===== config.mk =====
export PLATFORM = sky130hd
export DESIGN_NAME = alu_cmd_sequencer
export DESIGN_NICKNAME = d
export VERILOG_FILES = /design/src/rtl/alu_cmd_sequencer.sv
export SDC_FILE = /design/constraint.sdc
export NUM_CORES = 1
export LEC_CHECK = 0
export ABC_AREA = 1
export CORE_AREA = 2 2 105 107
export CTS_BUF_LIST = sky130_fd_sc_hd__clkbuf_8
export DETAILED_ROUTE_END_ITERATION = 16
export DIE_AREA = 0 0 107 109
export PLACE_DENSITY = 0.71
export RECOVER_POWER = 100
export SYNTH_ARGS = -nofsm -noshare
export SYNTH_HDL_FRONTEND = slang
export SYNTH_SLANG_ARGS = --single-unit

===== constraint.sdc =====
create_clock -name clk -period 6.47 [get_ports clk]
set_input_delay 1.294 -clock clk [delete_from_list [all_inputs] [get_ports clk]]
set_output_delay 1.294 -clock clk [all_outputs]
set_load 0.05 [all_outputs]

===== src/rtl/alu_cmd_sequencer.sv =====
// rtl/alu_cmd_sequencer.sv - command FIFO and issue FSM driving the combinational ALU
// Operand A always comes from the accumulator; every command produces exactly one tagged response.
module alu_cmd_sequencer #(
  parameter int WIDTH = 6,
  parameter int DEPTH = 4
) (
  input  logic             clk,
  input  logic             rst_n,
  input  logic             cmd_valid,
  output logic             cmd_ready,
  input  logic [1:0]       cmd_kind,
  input  logic [3:0]       cmd_op,
  input  logic [WIDTH-1:0] cmd_b,
  output logic             alu_valid,
  output logic [3:0]       alu_ctrl,
  output logic [WIDTH-1:0] alu_a,
  output logic [WIDTH-1:0] alu_b,
  input  logic [WIDTH-1:0] alu_out,
  input  logic             alu_carry,
  input  logic             alu_zero,
  output logic             rsp_valid,
  input  logic             rsp_ready,
  output logic [WIDTH-1:0] rsp_data,
  output logic             rsp_carry,
  output logic             rsp_zero,
  output logic [3:0]       rsp_tag,
  output logic [WIDTH-1:0] acc,
  output logic             busy
);

  localparam int AW = (DEPTH > 1) ? $clog2(DEPTH) : 1;
  localparam int CW = $clog2(DEPTH + 1);
  localparam logic [CW-1:0] FULL_CNT = CW'(DEPTH);

  localparam logic [1:0] K_EXEC  = 2'b00;
  localparam logic [1:0] K_LOAD  = 2'b01;
  localparam logic [1:0] K_PEEK  = 2'b10;
  localparam logic [1:0] K_CLEAR = 2'b11;

  typedef enum logic [1:0] {
    IDLE  = 2'd0,
    ISSUE = 2'd1,
    RESP  = 2'd2
  } state_t;

  state_t state, state_next;

  logic [1:0]       fifo_kind [DEPTH];
  logic [3:0]       fifo_op   [DEPTH];
  logic [WIDTH-1:0] fifo_b    [DEPTH];
  logic [AW-1:0]    wr_ptr, rd_ptr;
  logic [CW-1:0]    count;
  logic [3:0]       tag_cnt;

  logic             push, pop, fifo_empty;
  logic [1:0]       head_kind;
  logic [3:0]       head_op;
  logic [WIDTH-1:0] head_b;

  assign fifo_empty = (count == '0);
  assign cmd_ready  = (count != FULL_CNT);
  assign push       = cmd_valid && cmd_ready;
  assign pop        = (state == IDLE) && !fifo_empty;
  assign head_kind  = fifo_kind[rd_ptr];
  assign head_op    = fifo_op[rd_ptr];
  assign head_b     = fifo_b[rd_ptr];
  assign busy       = !fifo_empty || (state != IDLE);
  assign rsp_tag    = tag_cnt;

  // Storage is not reset; only the pointers and count define validity.
  always_ff @(posedge clk) begin
    if (push) begin
      fifo_kind[wr_ptr] <= cmd_kind;
      fifo_op[wr_ptr]   <= cmd_op;
      fifo_b[wr_ptr]    <= cmd_b;
    end
  end

  always_ff @(posedge clk or negedge rst_n) begin
    if (!rst_n) begin
      wr_ptr <= '0;
      rd_ptr <= '0;
      count  <= '0;
    end else begin
      if (push) wr_ptr <= wr_ptr + AW'(1);
      if (pop)  rd_ptr <= rd_ptr + AW'(1);
      if (push && !pop)      count <= count + CW'(1);
      else if (pop && !push) count <= count - CW'(1);
    end
  end

  always_ff @(posedge clk or negedge rst_n) begin
    if (!rst_n) state <= IDLE;
    else        state <= state_next;
  end

  always_comb begin
    state_next = state;
    case (state)
      IDLE:    if (!fifo_empty) state_next = (head_kind == K_EXEC) ? ISSUE : RESP;
      ISSUE:   state_next = RESP;
      RESP:    if (rsp_ready) state_next = IDLE;
      default: state_next = IDLE;
    endcase
  end

  always_ff @(posedge clk or negedge rst_n) begin
    if (!rst_n) begin
      acc       <= '0;
      tag_cnt   <= '0;
      alu_valid <= 1'b0;
      alu_ctrl  <= '0;
      alu_a     <= '0;
      alu_b     <= '0;
      rsp_valid <= 1'b0;
      rsp_data  <= '0;
      rsp_carry <= 1'b0;
      rsp_zero  <= 1'b0;
    end else begin
      case (state)
        IDLE: begin
          if (pop) begin
            case (head_kind)
              K_EXEC: begin
                alu_ctrl  <= head_op;
                alu_a     <= acc;
                alu_b     <= head_b;
                alu_valid <= 1'b1;
              end
              K_LOAD: begin
                acc       <= head_b;
                rsp_data  <= head_b;
                rsp_carry <= 1'b0;
                rsp_zero  <= (head_b == '0);
                rsp_valid <= 1'b1;
              end
              K_PEEK: begin
                rsp_data  <= acc;
                rsp_carry <= 1'b0;
                rsp_zero  <= (acc == '0);
                rsp_valid <= 1'b1;
              end
              K_CLEAR: begin
                acc       <= '0;
                rsp_data  <= '0;
                rsp_carry <= 1'b0;
                rsp_zero  <= 1'b1;
                rsp_valid <= 1'b1;
              end
              default: ;
            endcase
          end
        end
        ISSUE: begin
          rsp_data  <= alu_out;
          rsp_carry <= alu_carry;
          rsp_zero  <= alu_zero;
          acc       <= alu_out;
          alu_valid <= 1'b0;
          rsp_valid <= 1'b1;
        end
        RESP: begin
          if (rsp_ready) begin
            rsp_valid <= 1'b0;
            tag_cnt   <= tag_cnt + 4'd1;
          end
        end
        default: ;
      endcase
    end
  end

endmodule

==> results_dict.tcl <==
set metrics [dict create \
    vias_per_cell 4.79 \
    die_y_um 109 \
    worstSkewPairLatency_ps 360 \
    remaining_drc_errors 0 \
    worstPathRequired_ps 6710 \
    synth-seq-area-share 0.626 \
    rsz0062_at_grt "no" \
    h-tree-depth 3 \
    grt.overflow.total 0 \
    synth-main-ff-cell "edfxtp_1" \
    cap_violations 1 \
    crit_path_start_kind "flip-flop" \
    hpwl_um 5800 \
    period_share 0.529 \
    synth-edff-count 48 \
    final_max_slew_viol_count 46 \
    wl_per_cell_um 13.9 \
    clk_pin_slew_worst_paths_ps 90 \
    cts_made_buffers 9 \
    portBuffers 61 \
    cts.path.max_buffers 2 \
    drtAntennaViolNets 0 \
    drive_above_1_share 0.0554 \
    skew_ps 14.5 \
    layout_min_cycle_time_ps 3430 \
    pin_count 62 \
    grt_max_degree 46 \
    violations "max-capacitance violations, max-slew violations" \
    post_cts_buffers 0 \
    synth_nets 421 \
    synthMostInstantiatedCell "nand2_1" \
    core_sq_um 10600 \
    nFillCells 981 \
    setup_tns_ps 0 \
    multi_input_area_sq_um 1230 \
    finalSetupViolations 0 \
    yosys_register_bits 93 \
    outcome "finished, violations left" \
    yosysWarnings 0 \
    dr.pass1.iters 5 \
    cp_max_fo 26 \
    grt_pass1_vias 2899 \
    diodes 0 \
    root_buffer "clkbuf_8" \
    worst_pin_slew_ps 2400 \
    start_util 0.387 \
    ys_types 36 \
    ctsResizeCount 0 \
    synth_common_cells "nand2_1, edfxtp_1, dfrtp_1" \
    clock_sinks 93 \
    synth_area_leaders "edfxtp_1, dfrtp_1, nand2_1, inv_1, nor2_1" \
    antenna_found_initial 0 \
    fmax_mhz 292 \
    cp-end-kind "flip-flop" \
    die_width_um 107 \
    routed_wl_um 8210 \
    area.sequential_sq_um 2570 \
    async_reset_ff_frac 0.484 \
    arrival_ps 3670 \
    cts-hold-fix-buffers 0 \
    synthToLayoutAreaGrowth_pct 20.5 \
    gp_congestion 0.879 \
    syn_area_sq_um 4100 \
    hp-class "reg -> reg" \
    avgSynthCellArea_sq_um 10.6 \
    relSlewSlack -0.602 \
    fin_nets 481 \
    rows 38 \
    vias 2830 \
    synth_top_area_share 0.351 \
    cts_tree "yes" \
    drtIter0Drc 155 \
    synth_top_cell_by_area "edfxtp_1" \
    syn_inst 386 \
    grt_pass1_wl_um 14000 \
    gr-usage-all-layers 0.154 \
    die_area_sq_um 11700 \
    final_hold_viol_count 0 \
    path_class "reg -> reg" \
]
-- metrics by stage --
step	cells	instance area, sq um	util	hold WS [ps]	setup WS (ps)
4_1_cts	591	5000	0.472	475	3200
2_1_floorplan	386	4100	-	469	3900
6_report	591	4940	0.466	463	3040
3_5_place_dp	575	4800	0.452	458	3190
5_1_grt	591	4940	0.466	508	2530
3_3_place_gp	575	4800	0.452	456	3300
-- per-layer routing --
layer,GRT usage,up-vias,part of all wire
met1,0.202,1336,0.44
met2,0.255,89,0.48
li1,-,1395,-
met4,0.0427,0,0.0067
met3,0.0389,10,0.071
met5,0,-,0
-- layout make-up --
cell class              instances  share of cell area
clock buffers                   9              0.0251
clock inverters                 7              0.0167
inverters                      41              0.0321
multi-input cells             240               0.249
flip-flops and latches         93               0.519
well taps                     140              0.0354
repair buffers                 61               0.122
-- worst paths after layout --
path | start | endpoint | slack, ps | cells after the start
worst max-delay path | rd_ptr[0] | rsp_data[1] | 3040 | 8
worst max register to register | rd_ptr[0] | rsp_data[1] | 3040 | 8
max in group asynchronous | rst_n | wr_ptr[1] | 3440 | 1
worst min-delay path | rsp_tag[3] | rsp_tag[3] | 460 | 1
min in group asynchronous | rst_n | alu_a[4] | 1650 | 1
worst min register to register | rsp_tag[3] | rsp_tag[3] | 460 | 1
-- kinds of logic after synthesis --
| family | Yosys count | synth area share |
|---|---|---|
| adders and majority gates | 11 | 0.0354 |
| and+or+nand+nor | 165 | 0.167 |
| AOI/OAI and AO/OA | 55 | 0.0918 |
| muxes | 1 | 0.00275 |
| buffers and inverters | 53 | 0.0595 |
| xor gates and xnor gates | 8 | 0.0171 |
| DFF | 93 | 0.626 |
-- flip-flops by register name, indices dropped and copies added, names as in the netlist --
| register | flops |
|---|---|
| alu_ctrl | 4 |
| wr_ptr | 2 |
| alu_a | 6 |
| fifo_kind | 8 |
| state | 2 |
| rsp_carry | 1 |
| fifo_b | 24 |
| rsp_zero | 1 |
| rsp_valid | 1 |
| rsp_tag | 4 |
| rd_ptr | 2 |
| alu_b | 6 |
| count | 3 |
| alu_valid | 1 |
| acc | 6 |
| fifo_op | 16 |
| rsp_data | 6 |
-- critical path, cell delays in order, from the launching register on --
cell	delay, ps
dfrtp_1	680
inv_1	730
nand2_1	130
a32oi_1	350
inv_1	110
ha_1	290
o211ai_1	750
nand2_1	110
a21boi_0	160
-- cells in the final DEF, fill, tap and decap left out, drive strengths merged, types with 2 or more instances in the layout --
master and n:
clkbuf 10, ha 10, inv 44, nand3 20
o211ai 3, nor2 38, xnor2 4, dlygate4sd3 52
edfxtp 48, xor2 4, clkinvlp 2, nand2 104
dfrtp 45, a21oi 9, a32oi 2, a21boi 6
o22ai 10, o21ai 22, clkdlybuf4s50 8
Power is not shown: default switching activity piles up to over one toggle a cycle in this logic, so the estimate is an artifact.
